[config.mk]
export PLATFORM = sky130hd
export DESIGN_NAME = axi_mmu_ar_arbiter
export DESIGN_NICKNAME = d
export VERILOG_FILES = /design/src/rtl/axi_mmu_ar_arbiter.sv
export SDC_FILE = /design/constraint.sdc
export NUM_CORES = 1
export LEC_CHECK = 0
export ABC_AREA = 1
export CAP_MARGIN = 10
export CORE_AREA = 5 5 306 308
export DETAILED_ROUTE_END_ITERATION = 8
export DIE_AREA = 0 0 311 313
export SLEW_MARGIN = 20
export SYNTH_ARGS = -nofsm -noshare
export SYNTH_HDL_FRONTEND = slang
export SYNTH_SLANG_ARGS = --single-unit
[constraint.sdc]
create_clock -name clk_i -period 4.4 [get_ports clk_i]
set_input_delay 0.88 -clock clk_i [delete_from_list [all_inputs] [get_ports clk_i]]
set_output_delay 0.88 -clock clk_i [all_outputs]
set_load 0.005 [all_outputs]
[src/rtl/axi_mmu_ar_arbiter.sv]
// Round-robin AR arbiter that merges device read masters into one SMMU-facing AR
// channel, tags each burst with stream/substream IDs and routes R beats back by ID.
module axi_mmu_ar_arbiter #(
  parameter int NumPorts       = 4,
  parameter int IdWidth        = 4,
  parameter int MaxOutstanding = 8,
  localparam int CntW          = $clog2(MaxOutstanding + 1)
) (
  input  logic                         clk_i,
  input  logic                         rst_i,
  input  logic [NumPorts-1:0]          in_ar_valid_i,
  output logic [NumPorts-1:0]          in_ar_ready_o,
  input  logic [NumPorts*IdWidth-1:0]  in_ar_id_i,
  input  logic [NumPorts*64-1:0]       in_ar_addr_i,
  input  logic [NumPorts*8-1:0]        in_ar_len_i,
  input  logic [NumPorts*24-1:0]       sid_cfg_i,
  input  logic [NumPorts*20-1:0]       ssid_cfg_i,
  input  logic [NumPorts-1:0]          ssidv_cfg_i,
  output logic                         out_ar_valid_o,
  input  logic                         out_ar_ready_i,
  output logic [IdWidth+1:0]           out_ar_id_o,
  output logic [63:0]                  out_ar_addr_o,
  output logic [7:0]                   out_ar_len_o,
  output logic [23:0]                  out_ar_stream_id_o,
  output logic                         out_ar_ss_id_valid_o,
  output logic [19:0]                  out_ar_substream_id_o,
  input  logic                         out_r_valid_i,
  output logic                         out_r_ready_o,
  input  logic [IdWidth+1:0]           out_r_id_i,
  input  logic [63:0]                  out_r_data_i,
  input  logic [1:0]                   out_r_resp_i,
  input  logic                         out_r_last_i,
  output logic [NumPorts-1:0]          in_r_valid_o,
  input  logic [NumPorts-1:0]          in_r_ready_i,
  output logic [IdWidth-1:0]           in_r_id_o,
  output logic [63:0]                  in_r_data_o,
  output logic [1:0]                   in_r_resp_o,
  output logic                         in_r_last_o,
  output logic                         unexp_r_o,
  output logic                         dbg_state_o,
  output logic [1:0]                   dbg_rr_ptr_o,
  output logic [NumPorts*CntW-1:0]     dbg_count_o
);

  // All channels use AXI valid/ready: a beat transfers on a rising edge where both
  // are high; valid never waits on ready, and payload is held while valid && !ready.

  localparam int PortW = 2;

  typedef enum logic {IDLE = 1'b0, HOLD = 1'b1} state_e;

  state_e                state_q, state_d;
  logic [PortW-1:0]      rr_ptr_q;
  logic [CntW-1:0]       cnt_q [NumPorts];
  logic [NumPorts-1:0]   eligible;
  logic                  grant_found;
  logic [PortW-1:0]      grant_idx;
  logic                  grant_fire;
  logic [PortW-1:0]      r_port;
  logic                  r_last_hs;
  logic [NumPorts-1:0]   inc;
  logic [NumPorts-1:0]   dec;
  int                    cand;

  always_comb begin
    eligible = '0;
    for (int p = 0; p < NumPorts; p++) begin
      eligible[p] = cnt_q[p] < CntW'(MaxOutstanding);
    end
  end

  // Round-robin search starting at rr_ptr over ports that are both requesting and under the limit.
  always_comb begin
    grant_found = 1'b0;
    grant_idx   = '0;
    cand        = 0;
    for (int i = 0; i < NumPorts; i++) begin
      cand = (int'(rr_ptr_q) + i) % NumPorts;
      if (!grant_found && in_ar_valid_i[PortW'(cand)] && eligible[PortW'(cand)]) begin
        grant_found = 1'b1;
        grant_idx   = PortW'(cand);
      end
    end
  end

  assign grant_fire = (state_q == IDLE) && grant_found && !rst_i;

  // FSM: state register
  always_ff @(posedge clk_i) begin
    if (rst_i) state_q <= IDLE;
    else       state_q <= state_d;
  end

  // FSM: next state
  always_comb begin
    state_d = state_q;
    case (state_q)
      IDLE:    if (grant_found) state_d = HOLD;
      HOLD:    if (out_ar_ready_i) state_d = IDLE;
      default: state_d = IDLE;
    endcase
  end

  // FSM: outputs
  always_comb begin
    out_ar_valid_o = (state_q == HOLD);
    in_ar_ready_o  = '0;
    if (grant_fire) in_ar_ready_o = NumPorts'(1) << grant_idx;
  end

  assign dbg_state_o  = state_q;
  assign dbg_rr_ptr_o = rr_ptr_q;

  always_ff @(posedge clk_i) begin
    if (rst_i) begin
      rr_ptr_q              <= '0;
      out_ar_id_o           <= '0;
      out_ar_addr_o         <= '0;
      out_ar_len_o          <= '0;
      out_ar_stream_id_o    <= '0;
      out_ar_ss_id_valid_o  <= 1'b0;
      out_ar_substream_id_o <= '0;
    end else if (grant_fire) begin
      rr_ptr_q              <= (grant_idx == PortW'(NumPorts - 1)) ? '0 : grant_idx + 1'b1;
      out_ar_id_o           <= {grant_idx, in_ar_id_i[grant_idx*IdWidth +: IdWidth]};
      out_ar_addr_o         <= in_ar_addr_i[grant_idx*64 +: 64];
      out_ar_len_o          <= in_ar_len_i[grant_idx*8 +: 8];
      out_ar_stream_id_o    <= sid_cfg_i[grant_idx*24 +: 24];
      out_ar_ss_id_valid_o  <= ssidv_cfg_i[grant_idx];
      out_ar_substream_id_o <= ssid_cfg_i[grant_idx*20 +: 20];
    end
  end

  // R path is pure routing on the port index carried in the upper ID bits.
  assign r_port      = out_r_id_i[IdWidth+1:IdWidth];
  assign in_r_id_o   = out_r_id_i[IdWidth-1:0];
  assign in_r_data_o = out_r_data_i;
  assign in_r_resp_o = out_r_resp_i;
  assign in_r_last_o = out_r_last_i;

  always_comb begin
    in_r_valid_o  = '0;
    out_r_ready_o = 1'b0;
    for (int p = 0; p < NumPorts; p++) begin
      if (r_port == PortW'(p)) begin
        in_r_valid_o[p] = out_r_valid_i;
        out_r_ready_o   = in_r_ready_i[p];
      end
    end
  end

  assign r_last_hs = out_r_valid_i && out_r_ready_o && out_r_last_i;

  always_comb begin
    inc       = in_ar_ready_o;
    dec       = '0;
    unexp_r_o = 1'b0;
    for (int p = 0; p < NumPorts; p++) begin
      dec[p] = r_last_hs && (r_port == PortW'(p));
      if (dec[p] && cnt_q[p] == '0 && !rst_i) unexp_r_o = 1'b1;
    end
  end

  // Simultaneous issue and retire on one port cancel; retire at zero saturates.
  always_ff @(posedge clk_i) begin
    for (int p = 0; p < NumPorts; p++) begin
      if (rst_i) begin
        cnt_q[p] <= '0;
      end else if (inc[p] && !dec[p]) begin
        cnt_q[p] <= cnt_q[p] + 1'b1;
      end else if (dec[p] && !inc[p] && cnt_q[p] != '0) begin
        cnt_q[p] <= cnt_q[p] - 1'b1;
      end
    end
  end

  always_comb begin
    dbg_count_o = '0;
    for (int p = 0; p < NumPorts; p++) begin
      dbg_count_o[p*CntW +: CntW] = cnt_q[p];
    end
  end

endmodule

==> metrics.md <==
| Metric | Value |
|---|---|
| Distinct cells, synth | `35` |
| Area growth syn-to-layout | `72.66%` |
| Die Y-Extent | `313 microns` |
| Routed WL per cell | `17.68 microns` |
| RSZ-0062 raised after global routing | `no` |
| Status | `complete, no violations` |
| Slew HR | `0.3141` |
| Setup violators final | `0` |
| DR vias/cell | `3.863` |
| Die width | `311 microns` |
| Max-Cap Viols | `0` |
| Hold Buf Count CTS | `0` |
| Clock sinks | `142` |
| WP data required | `3520 ps` |
| Largest net degree at the start of global routing | `183` |
| Critical path arrival | `3390 ps` |
| Most frequent cells in the layout | `clkdlybuf4s50_1 (652), nand2_1 (565), nand3_1 (525)` |
| Psw | `6.119 mW` |
| Most used flip-flop cell after synthesis | `dfxtp_1` |
| # H-tree levels | `4` |
| Sequential fraction of the synthesis area | `0.2765` |
| Setup TNS | `0 ps` |
| Fin. Hold Viols | `0` |
| Initial antenna violation count | `10` |
| Drt first-iter violations | `1,052` |
| Hold endpoint | `out_ar_addr_o[23]` |
| Reg2Reg Depth | `16` |
| P_leak | `8.293 nW` |
| DRC viols | `0` |
| Total Wirelength | `62,350 microns` |
| # nets final | `2,905` |
| YS warnings | `0` |
| Core region area | `0.09083 sq mm` |
| Post-Syn Instances | `1,822` |
| IO buf count | `652` |
| Worst Hold Class | `reg2reg` |
| First-pass GRT wire length | `88,200 microns` |
| Detail Route Antenna Nets | `0` |
| Fin. max-slew vios | `0` |
| Design area | `0.01875 sq mm` |
| Fin util | `0.2065` |
| Global Route Usage Sum | `0.1226` |
| Worst r2r dst | `out_ar_stream_id_o[11]` |
| Dpl hpwl | `47,080 microns` |
| Logic gate share of total power | `0.687` |
| Fmax | `234.1 MHz` |
| Cell Rows | `111` |
| Worst hold path depth | `2` |
| Clock power share | `0.141` |
| Most common cell after layout, fill and taps aside | `clkdlybuf4s50_1` |
| Worst R2R Setup Slack | `950 ps` |
| Flop pwr share | `0.173` |
| Skew-Pair Late Insertion Delay | `510 ps` |
| Most area-consuming cells after synthesis | `nand3_1 (24%), dfxtp_1 (23%), nand2_1 (20%)` |
| CP Capture Type | `output port` |
| CTS tree | `built` |
| Final worst slack | `127.8 ps` |
| Share of synthesized flip-flops with an asynchronous set or reset | `0` |
| Mean Syn Cell Area | `5.961 sq um` |
| Initial Util | `0.1196` |
| Minimum clock period | `4272 ps` |
| IO Pins | `793` |
| Syn_nets | `2,404` |
| WS Path Type | `in2out` |
| Placed instance count | `3,490` |
| Worst VDD drop | `0.001054 V` |
| DP Worst Slack | `204.3 ps` |
| Power per Cell Area | `635.7 mW/mm^2` |
| GPL Wtd Cong | `0.8845` |
| Worst-path clk slew | `70 ps` |
| Slew @ Worst Pin | `1029 ps` |
| Fill cells | `10,290` |
| Switching share of power | `0.5133` |
| Vias in the first global route | `13,330` |
| Total gr overflow | `0` |
| Num CTS Buffers | `17` |
| Int Power | `5.802 mW` |
| Root buffer cell | `clkbuf_16` |
| Die area | `0.09734 sq mm` |
| Post-synth EDFFs | `16` |
| Startpoint of the worst-slack reg-to-reg timing path | `dbg_rr_ptr_o[0]` |
| Startpoint Class | `primary input` |
| Clk buf depth | `2` |
| Layout cells sized above 1 | `0.05865` |
| Mapped cell area | `0.01086 sq mm` |
| Post-synth top area cell | `nand3_1` |
| Synth Register Bits | `142` |
| Area fraction of the dominant cell type after synthesis | `0.2419` |
| Worst hold path startpoint | `out_ar_addr_o[23]` |
| Final Instance Count excl. Fillers | `3,526` |
| Vias after detailed routing | `13,620` |
| Post-CTS resize count | `0` |
| Setup Buffers After CTS | `0` |
| Cell Area, Placed | `0.01812 sq mm` |
| 1st-pass router iterations | `8` |
| Crit-path max FO | `5` |
| Period utilization | `0.9709` |
| Worst Skew | `28.17 ps` |
power by group through the flow:
stage	combinational (mW)	sequential (mW)	clock, mW
3_5_place_dp	8.32	2.08	0
6_report	8.19	2.06	1.68
5_1_grt	9.07	2.12	1.81
3_3_place_gp	8.28	2.07	0
2_1_floorplan	4.92	2.06	0
4_1_cts	8.34	2.06	1.78
cells in the mapped netlist, types with 3 or more instances:
cell type  instances
buf_4             87
or2_2             61
nor2_1            29
inv_2              3
or2_0              5
inv_1            216
ha_1              12
buf_2             39
dfxtp_1          126
nand2_1          565
nand3_1          525
a21oi_1            5
clkbuf_1          58
nand3_2            5
buf_1              7
or2_1              6
xor2_1            11
edfxtp_1          16
nor3_1             4
nand2_2            5
o21ai_0           15
xnor2_1            3
critical path, cell delays in order:
cell             delay, ps
clkdlybuf4s50_1        400
nand2_1                180
nand2_1                120
nand2_1                120
nand2_1                 70
nand2_2                110
a21oi_1                 70
buf_4                  180
nand2_8                 80
nand2_8                 70
inv_1                  100
ha_1                   160
inv_1                   50
nor2_1                 230
clkdlybuf4s50_1        580
state kept, by name, summed over array words and instances, names as in the netlist:
signal / flops
out_ar_addr_o: 64
out_ar_stream_id_o: 24
out_ar_substream_id_o: 20
cnt_q: 16
out_ar_len_o: 8
out_ar_id_o: 6
dbg_rr_ptr_o: 2
dbg_state_o: 1
out_ar_ss_id_valid_o: 1
kinds of logic after synthesis:
| group | Yosys count | share of synthesized area |
|---|---|---|
| AOI/OAI and AO/OA | 27 | 0.01440 |
| xor gates and xnor gates | 14 | 0.01129 |
| buffers and inverters | 415 | 0.1796 |
| DFF | 142 | 0.2765 |
| adders and majority gates | 13 | 0.01567 |
| and+or+nand+nor | 1211 | 0.5025 |
through the flow:
stage	hold slack [ps]	total power [mW]
3_3_place_gp	435.2	10.36
5_1_grt	464.9	12.99
6_report	451.3	11.92
2_1_floorplan	447.9	6.975
4_1_cts	453.5	12.18
3_5_place_dp	437.6	10.40
routing by layer:
metal / vias to the layer above / wire [microns] / track usage
li1: 6681 / - / -
met1: 6149 / 23760 / 0.1336
met2: 673 / 29340 / 0.2039
met3: 115 / 6460 / 0.05362
met4: 2 / 2772 / 0.06124
met5: - / 14 / 0
how the worst max path moves through the flow:
| stage | start | end | slack (ps) |
|---|---|---|---|
| floorplan | in_ar_valid_i[3] | cnt_q[2][3] | 920 |
| finish | in_ar_valid_i[0] | in_ar_ready_o[3] | 130 |
| global route | in_ar_valid_i[0] | in_ar_ready_o[3] | 20 |
| CTS | in_ar_valid_i[0] | in_ar_ready_o[3] | 190 |
| detailed placement | in_ar_valid_i[0] | in_ar_ready_o[3] | 200 |
| global placement | in_ar_valid_i[0] | in_ar_ready_o[3] | 190 |
layout make-up:
type	count	area, sq um	share of cell area
antenna	4	10.01	0.0005338
clock buffer	19	464.2	0.02475
clock inverter	13	161.4	0.008607
inverter	222	840.8	0.04484
multi-input combinational	1265	5952	0.3174
sequential	142	3003	0.1601
tap	1186	1484	0.07914
timing repair buffer	675	6837	0.3646
No activity file was read; power rests on OpenSTA's default activity.
